==> config.mk <==
export PLATFORM = sky130hd
export DESIGN_NAME = md_sequencer
export DESIGN_NICKNAME = d
export VERILOG_FILES = /design/src/rtl/md_sequencer.sv
export SDC_FILE = /design/constraint.sdc
export NUM_CORES = 1
export LEC_CHECK = 0
export ABC_CLOCK_PERIOD_IN_PS = 3800
export CORE_MARGIN = 2
export CORE_UTILIZATION = 60
export DETAILED_ROUTE_END_ITERATION = 6
export GPL_TIMING_DRIVEN = 0
export PLACE_DENSITY = 0.82
export SLEW_MARGIN = 20
export SYNTH_ARGS = -nofsm -noshare
export SYNTH_HDL_FRONTEND = slang
export SYNTH_SLANG_ARGS = --single-unit
==> constraint.sdc <==
create_clock -name clk -period 3.8 [get_ports clk]
set_input_delay 0.57 -clock clk [delete_from_list [all_inputs] [get_ports clk]]
set_output_delay 0.57 -clock clk [all_outputs]
set_load 0.01 [all_outputs]
==> src/rtl/md_sequencer.sv <==
// md_sequencer
//   Multi-cycle multiply/divide controller for the single-cycle CPU.
//   Runs MULT/MULTU with an iterative shift-add multiplier and DIV/DIVU
//   with a restoring divider, then commits HI/LO. It stalls the PC through
//   `busy` until the result is written.
//
// Ports
//   clk       system clock, rising edge
//   rst       asynchronous reset, active-low
//   start     operation request (level), sampled only in IDLE
//   op        00 MULT, 01 MULTU, 10 DIV, 11 DIVU, sampled with start
//   a, b      rs / rt operands, sampled with start
//   busy      combinational stall request to the PC
//   done      one-cycle pulse, hi/lo are valid from this cycle
//   hi, lo    product high/low word, or remainder/quotient (registered)
//   div_zero  last completed op was a divide by zero (registered)
module md_sequencer #(
    parameter int WIDTH = 32
) (
    input  logic             clk,
    input  logic             rst,
    input  logic             start,
    input  logic [1:0]       op,
    input  logic [WIDTH-1:0] a,
    input  logic [WIDTH-1:0] b,
    output logic             busy,
    output logic             done,
    output logic [WIDTH-1:0] hi,
    output logic [WIDTH-1:0] lo,
    output logic             div_zero
);

    localparam int CW = $clog2(WIDTH) + 1;

    typedef enum logic [2:0] {
        S_IDLE,
        S_PREP,
        S_RUN,
        S_FIX,
        S_DONE
    } state_t;

    state_t               state_q, state_d;
    logic [1:0]           op_q, op_d;
    logic [WIDTH-1:0]     a_q, a_d;
    logic [WIDTH-1:0]     b_q, b_d;
    logic [WIDTH-1:0]     opnd_q, opnd_d;   // multiplicand or divisor magnitude
    logic [2*WIDTH-1:0]   acc_q, acc_d;     // {upper, lower} working register
    logic [CW-1:0]        cnt_q, cnt_d;
    logic [WIDTH-1:0]     hi_q, hi_d;
    logic [WIDTH-1:0]     lo_q, lo_d;
    logic                 dz_q, dz_d;

    // Operation decode from the latched opcode.
    logic is_div, is_signed, neg_a, neg_b;
    assign is_div    = op_q[1];
    assign is_signed = ~op_q[0];
    assign neg_a     = is_signed & a_q[WIDTH-1];
    assign neg_b     = is_signed & b_q[WIDTH-1];

    logic [WIDTH-1:0] mag_a, mag_b;
    assign mag_a = neg_a ? -a_q : a_q;
    assign mag_b = neg_b ? -b_q : b_q;

    // Multiply step: add the multiplicand into the upper half when the
    // multiplier LSB is set, keeping the carry so the right shift is exact.
    logic [WIDTH:0]     mul_sum;
    logic [2*WIDTH-1:0] mul_step;
    assign mul_sum  = {1'b0, acc_q[2*WIDTH-1:WIDTH]} + {1'b0, opnd_q};
    assign mul_step = acc_q[0] ? {mul_sum, acc_q[WIDTH-1:1]}
                               : {1'b0, acc_q[2*WIDTH-1:1]};

    // Divide step: upper half is the remainder, lower half shifts the
    // dividend out and the quotient bits in. The remainder stays below the
    // divisor, so the shifted value always fits in WIDTH+1 bits.
    logic [WIDTH:0]     div_sh, div_trial;
    logic [2*WIDTH-1:0] div_step;
    assign div_sh    = {acc_q[2*WIDTH-1:WIDTH], acc_q[WIDTH-1]};
    assign div_trial = div_sh - {1'b0, opnd_q};
    assign div_step  = div_trial[WIDTH]
                     ? {div_sh[WIDTH-1:0],    acc_q[WIDTH-2:0], 1'b0}
                     : {div_trial[WIDTH-1:0], acc_q[WIDTH-2:0], 1'b1};

    // Sign fix-up: quotient truncates toward zero, remainder follows the
    // dividend. The most negative dividend over -1 wraps back to itself.
    logic [2*WIDTH-1:0] prod_fix;
    logic [WIDTH-1:0]   quot_fix, rem_fix;
    assign prod_fix = (neg_a ^ neg_b) ? -acc_q : acc_q;
    assign quot_fix = (neg_a ^ neg_b) ? -acc_q[WIDTH-1:0] : acc_q[WIDTH-1:0];
    assign rem_fix  = neg_a ? -acc_q[2*WIDTH-1:WIDTH] : acc_q[2*WIDTH-1:WIDTH];

    always_comb begin
        // NOTE: every next-state signal gets its hold value first, so no
        // path through the case statement can infer a latch.
        state_d = state_q;
        op_d    = op_q;
        a_d     = a_q;
        b_d     = b_q;
        opnd_d  = opnd_q;
        acc_d   = acc_q;
        cnt_d   = cnt_q;
        hi_d    = hi_q;
        lo_d    = lo_q;
        dz_d    = dz_q;

        unique case (state_q)
            S_IDLE: begin
                if (start) begin
                    op_d    = op;
                    a_d     = a;
                    b_d     = b;
                    state_d = S_PREP;
                end
            end
            S_PREP: begin
                if (is_div && (b_q == '0)) begin
                    hi_d    = a_q;
                    lo_d    = '1;
                    dz_d    = 1'b1;
                    state_d = S_DONE;
                end else begin
                    cnt_d   = CW'(WIDTH);
                    acc_d   = {{WIDTH{1'b0}}, (is_div ? mag_a : mag_b)};
                    opnd_d  = is_div ? mag_b : mag_a;
                    state_d = S_RUN;
                end
            end
            S_RUN: begin
                acc_d = is_div ? div_step : mul_step;
                cnt_d = cnt_q - 1'b1;
                if (cnt_q == CW'(1)) state_d = S_FIX;
            end
            S_FIX: begin
                if (is_div) begin
                    hi_d = rem_fix;
                    lo_d = quot_fix;
                end else begin
                    hi_d = prod_fix[2*WIDTH-1:WIDTH];
                    lo_d = prod_fix[WIDTH-1:0];
                end
                dz_d    = 1'b0;
                state_d = S_DONE;
            end
            // start is deliberately ignored here so a held instruction
            // cannot re-trigger before the PC has advanced.
            S_DONE:  state_d = S_IDLE;
            default: state_d = S_IDLE;
        endcase
    end

    always_ff @(posedge clk or negedge rst) begin
        if (!rst) begin
            state_q <= S_IDLE;
            op_q    <= '0;
            a_q     <= '0;
            b_q     <= '0;
            opnd_q  <= '0;
            acc_q   <= '0;
            cnt_q   <= '0;
            hi_q    <= '0;
            lo_q    <= '0;
            dz_q    <= 1'b0;
        end else begin
            // NOTE: non-blocking assignments so every register samples the
            // pre-edge values, independent of statement order.
            state_q <= state_d;
            op_q    <= op_d;
            a_q     <= a_d;
            b_q     <= b_d;
            opnd_q  <= opnd_d;
            acc_q   <= acc_d;
            cnt_q   <= cnt_d;
            hi_q    <= hi_d;
            lo_q    <= lo_d;
            dz_q    <= dz_d;
        end
    end

    // busy is gated by rst so the PC is never stalled while in reset, even
    // if start is already high.
    assign busy = rst && (((state_q == S_IDLE) && start) ||
                          (state_q == S_PREP) ||
                          (state_q == S_RUN)  ||
                          (state_q == S_FIX));
    assign done     = (state_q == S_DONE);
    assign hi       = hi_q;
    assign lo       = lo_q;
    assign div_zero = dz_q;

endmodule
==> results of run 1 <==
[cell usage after synthesis, drive strengths merged (19+ instances only)]
cell,number
dfrtp,236
a21oi,195
o21ai,186
nand2,183
nor2,180
clkbuf,119
xor2,92
xnor2,76
ha,70
mux2,68
mux2i,67
a211oi,65
inv,65
nor3,61
nand3,34
o211ai,33
nor2b,29
buf,27
o31ai,25
nand2b,22
nor4,22
a31oi,19
[cells by family (layout without fill, tap and decap cells)]
kind of cell	after synthesis	after routing	share of synthesized area, %
flip-flops	236	236	33.4
AND/OR/NAND/NOR	610	610	16.5
adder cells (fa/ha/maj)	72	72	5.19
multiplexers	135	135	8.13
XOR/XNOR	168	168	8.33
AO/OA/AOI/OAI	669	669	23.8
other	0	3	0
buffers and inverters	213	398	4.63
[through the flow]
step | utilization, % | hold slack (ns) | TNS (ns)
4_1_cts | 70.9 | 0.481 | 0
5_1_grt | 71.2 | 0.505 | -0.209
2_1_floorplan | - | 0.274 | 0
3_5_place_dp | 67.8 | 0.468 | -14.22
3_3_place_gp | 67.5 | 0.449 | -1836.73
6_report | 71.2 | 0.485 | 0
[state kept, by name, indices dropped and copies added, names as in the netlist]
signal and count:
acc_q 64, a_q 32, b_q 32, hi 32
lo 32, opnd_q 32, cnt_q 6, state_q 3
op_q 2, div_zero 1
[how the worst max path moves through the flow]
| stage | startpoint | endpoint | slack (ns) |
|---|---|---|---|
| finish | acc_q[9] | hi[23] | 0.01 |
| global route | acc_q[11] | hi[13] | -0.05 |
| floorplan | acc_q[0] | hi[26] | 0.63 |
| global placement | rst | opnd_q[22] | -7.72 |
| detailed placement | acc_q[0] | hi[26] | -0.90 |
| CTS | acc_q[32] | acc_q[38] | 0.01 |
[worst max-delay path, stage by stage (launching register included)]
cell and delay, ns:
dfrtp_1 0.35, clkbuf_1 0.26, or4_1 0.62, nor4b_4 0.43, nand3_2 0.30, or3_4 0.44, o31ai_2 0.35, a22oi_1 0.25
o21ai_0 0.28, xor2_1 0.25, a21oi_1 0.12
[area by class of cell]
| cell class | count | share of cell area (%) |
|---|---|---|
| multi-input cells | 1654 | 53.7 |
| flip-flops and latches | 236 | 28.7 |
| repair buffers | 142 | 7.06 |
| clock buffers | 37 | 3.66 |
| plain buffers | 144 | 2.78 |
| well taps | 384 | 2.34 |
| inverters | 67 | 1.25 |
| clock inverters | 8 | 0.481 |
| diodes | 3 | 0.0365 |
[per-layer routing]
layer	up-vias	share of wire, %	global-route usage, %
li1	8020	-	-
met1	8839	37	60.6
met5	-	0.23	0
met2	1502	42	67.6
met3	335	13	13.1
met4	12	7.6	27.2
[layout by cell type (no fill, tap or decap), drive strengths merged, types with 6 or more instances in the layout]
| master | n |
|---|---|
| nor3b | 6 |
| nor4 | 22 |
| nand2 | 183 |
| nor3 | 61 |
| buf | 32 |
| nand3 | 34 |
| o22ai | 7 |
| a31oi | 19 |
| nor2b | 29 |
| clkdlybuf4s50 | 134 |
| mux2i | 67 |
| o21a | 9 |
| o41ai | 13 |
| o211ai | 33 |
| or3 | 13 |
| a211oi | 65 |
| a41oi | 7 |
| xor2 | 92 |
| o31ai | 25 |
| o21bai | 12 |
| a21oi | 195 |
| a22oi | 8 |
| o221ai | 18 |
| o21ai | 186 |
| dfrtp | 236 |
| a21o | 18 |
| mux2 | 68 |
| or4 | 17 |
| ha | 70 |
| nand2b | 22 |
| xnor2 | 76 |
| nand4 | 12 |
| inv | 66 |
| clkbuf | 156 |
| nor2 | 180 |
[repair_timing]
item	4_1_cts	5_1_grt
gates resized for setup	13	19
pin swaps	0	2
setup buffers	1	3
endpoints found under the setup margin	42	78
hold buffers	1	0
endpoints found under the hold margin	11	0
==> results.ini, run 1 <==
[run_status]
status = finished with violations
violations = DRC

[timing]
min_period_ns = 3.79
rsz0062_at_grt = true
tightestPinTransition_ns = 1.24
worst_slack_ns = 0.0149
hold_viol = 0
fmax_mhz = 264
relSlewSlack_pct = 17.4
clock_skew_ns = 0.0282
setup_viol = 0
drv_slew = 0
post-route-period-util_pct = 99.6

[layout]
nets = 2413
finalNonFillerCells = 2675
post_route_cells_drive_above_1_share_pct = 7.56
area_delta_synth_final_pct = 16.4
fill_cells = 2229
final_area_um2 = 20600
register_area_um2 = 5910
multi_input_area_um2 = 11000

[yosys]
synth.yosys.seq_area_share_pct = 33.4
syn_nets = 2244
ys_warn_count = 0
async_reset_ff_share_pct = 100
synthTopCellsByArea = dfrtp_1 33%, a21oi_1 5.5%, o21ai_0 5.0%, ha_1 5.0%, xor2_1 4.6%
synth_area_leader_cell = dfrtp_1
syn_avg_cell_area_um2 = 8.40
synthesis.area_um2 = 17700
synth_edf_count = 0
yosysTopAreaCellShare_pct = 33.4
synth_cell_types = 84
ys_ff_latch = 236
postSynthCellCount = 2103
synth_flop_cell = dfrtp_1

[clock_tree]
cts_tree = built
path_clk_slew_ns = 0.06
htreeDepth = 1
cts_buffers = 27
cts-root-buf = clkbuf_16
cts_sinks = 236
insertion_delay_ns = 0.56
cts.path.max_buffers = 3

[grt]
grt_pass1_wl_mm = 108
antenna_found_initial = 6
grt_usage_pct = 46.0
gr-total-overflow = 0
grt_pass1_vias = 17500
grt_max_degree = 97

[placed_design]
gp_congestion = 1.08
io_buffers = 135
place_area_um2 = 19600
place_inst = 2624
post-dp-hpwl_mm = 54.5
dp_slack_ns = -0.900

[job]
maxCapViolations = 0

[route]
ant_nets = 0
wl_mm = 71.5
vias = 18700
drt-initial-drc-count = 2707
vias_per_cell = 6.99
wl_per_cell_um = 26.7
drt_first_pass_iters = 7
drc_errors = 7

[setup_path]
crit_arrival_ns = 4.21
rrSetupSlack_ns = 0.01
cp.required_ns = 4.22
r2r-end = hi[23]
r2r_start = acc_q[9]
path_max_fanout = 9
r2r_cells = 10
cp-end-kind = register
critPathKind = register to register
cp-start-kind = register

[floorplan]
die-height_um = 176
initial_utilization_pct = 61.2
core_area_um2 = 28900
io_pins = 136
std_cell_rows = 62
die_area_um2 = 30800
chipWidth_um = 176

[hold_path]
min_path_cells = 1
whs_endpoint = div_zero
hold_class = register to register
worstHoldStart = div_zero

Power of run 1 is not shown: default switching activity piles up to over one toggle a cycle in this logic, so the estimate is an artifact.
==> inputs of run 2 (changes only) <==
--- a/config.mk
+++ b/config.mk
@@ -7,11 +7,11 @@
 export LEC_CHECK = 0
 export ABC_CLOCK_PERIOD_IN_PS = 3800
 export CORE_MARGIN = 2
-export CORE_UTILIZATION = 60
+export CORE_UTILIZATION = 50
+export CTS_CLUSTER_SIZE = 20
 export DETAILED_ROUTE_END_ITERATION = 6
 export GPL_TIMING_DRIVEN = 0
-export PLACE_DENSITY = 0.82
-export SLEW_MARGIN = 20
+export PLACE_DENSITY = 0.7
 export SYNTH_ARGS = -nofsm -noshare
 export SYNTH_HDL_FRONTEND = slang
 export SYNTH_SLANG_ARGS = --single-unit
==> results.ini, run 2 (synthesis gave the netlist of run 1 again) <==
[run_status]
status = finished with violations
violations = setup timing

[floorplan]
io_pins = 136
die_area_um2 = 36800
std_cell_rows = 68
core_area_um2 = 34600
chipWidth_um = 192
initial_utilization_pct = 51.0
die-height_um = 192

[timing]
relSlewSlack_pct = 35.9
tightestPinTransition_ns = 0.961
min_period_ns = 3.81
clock_skew_ns = 0.0202
hold_viol = 0
setup_viol = 1
post-route-period-util_pct = 100
rsz0062_at_grt = false
worst_slack_ns = -0.00568
tns_ns = -0.00568
whs_ns = 0.0618
fmax_mhz = 263
drv_slew = 0

[setup_path]
path_cells = clkbuf_1, or4_1, nor4b_4, nand3_4, or3_4, o31ai_2, a22oi_1, o21ai_0, xor2_1, a21oi_1
crit_arrival_ns = 4.21
cp-start-kind = register
path_buf_inv = 1
path_delay_family = simple AND/OR/NAND/NOR gates
critical_path.slowest_cell = or4_1
cp_num_cells = 10
r2r-end = hi[23]
max_stage_delay_ns = 0.60
cp.required_ns = 4.21
r2r_cells = 10
rrSetupSlack_ns = -0.006
critPathKind = register to register
r2r_start = acc_q[3]
cp-end-kind = register
path_max_fanout = 8

[route]
ant_nets = 0
vias_per_cell = 6.58
drc_errors = 0
wl_per_cell_um = 27.1
drt-initial-drc-count = 2056
drt_first_pass_iters = 5
wl_mm = 74.4
vias = 18000

[layout]
top_register = acc_q
nets = 2406
diodes = 0
fill_cells = 3155
largest_reg_flops = 64
finalNonFillerCells = 2741
final_cell_mix = 234 x dfrtp_1, 194 x a21oi_1, 182 x nand2_1
area_delta_synth_final_pct = 17.2
final_common_cell = dfrtp_1
final_area_um2 = 20700
post_route_cells_drive_above_1_share_pct = 8.05

[grt]
grt_pass1_vias = 17400
grt_pass1_wl_mm = 110
grt_usage_pct = 40.5
antenna_found_initial = 2
grt_max_degree = 122
gr-total-overflow = 0

[placed_design]
post-dp-hpwl_mm = 57.8
io_buffers = 135
gp_congestion = 1.08
place_area_um2 = 19600
place_inst = 2694

[hold_path]
hold_class = primary input to async pin

[clock_tree]
cts_sinks = 236
cts_hold_buf = 0
htreeDepth = 1
path_clk_slew_ns = 0.06
cts.path.max_buffers = 3
cts_tree = built
insertion_delay_ns = 0.56
cts-root-buf = clkbuf_16
cts_buffers = 27

[job]
maxCapViolations = 0

==> run 2: cell types whose count changed in the layout (fill, tap and decap cells not counted), sizes merged <==
cell / delta
diode: -3
inv: +2
clkinvlp: +2
dlygate4sd3: -1
clkbuf: -6
bufinv: +2
buf: -5
clkinv: +4
==> run 2: cell type report <==
cell class	instances	area, um2	share of cell area, %
timing repair buffer	138	1400	6.76
clock buffer	32	734	3.55
sequential	236	5910	28.6
tap	455	569	2.75
inverter	67	256	1.24
clock inverter	18	221	1.07
buffer	141	564	2.73
multi-input combinational	1654	11000	53.3
==> run 2: repair_timing <==
action | CTS | global route
pin swaps | 0 | 2
setup endpoints to repair | 41 | 109
gates resized for setup | 10 | 28
buffers inserted | 0 | 2
==> run 2: worst max path at each step <==
stage,from,end,slack (ns)
final,acc_q[3],hi[23],-0.006
after global routing,opnd_q[17],acc_q[44],0.004
after CTS,acc_q[0],hi[22],0.0009
after detailed placement,acc_q[0],hi[26],-0.78
after global placement,rst,opnd_q[30],-7.81
after floorplan,acc_q[0],hi[26],0.63
==> run 2: through the flow <==
stage          worst slack [ns]  util, %
6_report               -0.00568     59.8
5_1_grt                 0.00379     59.8
4_1_cts                0.000867     59.5
3_5_place_dp             -0.777     56.6
3_3_place_gp              -7.81     56.5
2_1_floorplan             0.632        -
==> run 2: worst reg2reg max path, cell delays in order (launching register included) <==
cell,delay (ns)
dfrtp_1,0.36
clkbuf_1,0.21
or4_1,0.60
nor4b_4,0.47
nand3_4,0.21
or3_4,0.42
o31ai_2,0.39
a22oi_1,0.29
o21ai_0,0.29
xor2_1,0.31
a21oi_1,0.12
==> run 2: per-layer routing <==
metal / global-route usage (%) / part of all wire (%) / vias up
met1: 52.4 / 40 / 8812
met2: 62.3 / 43 / 970
met4: 25.0 / 7.8 / 4
met3: 8.00 / 9.0 / 256
li1: - / - / 7993
met5: 0 / 0.034 / -
Power of run 2 is left out for the same reason.
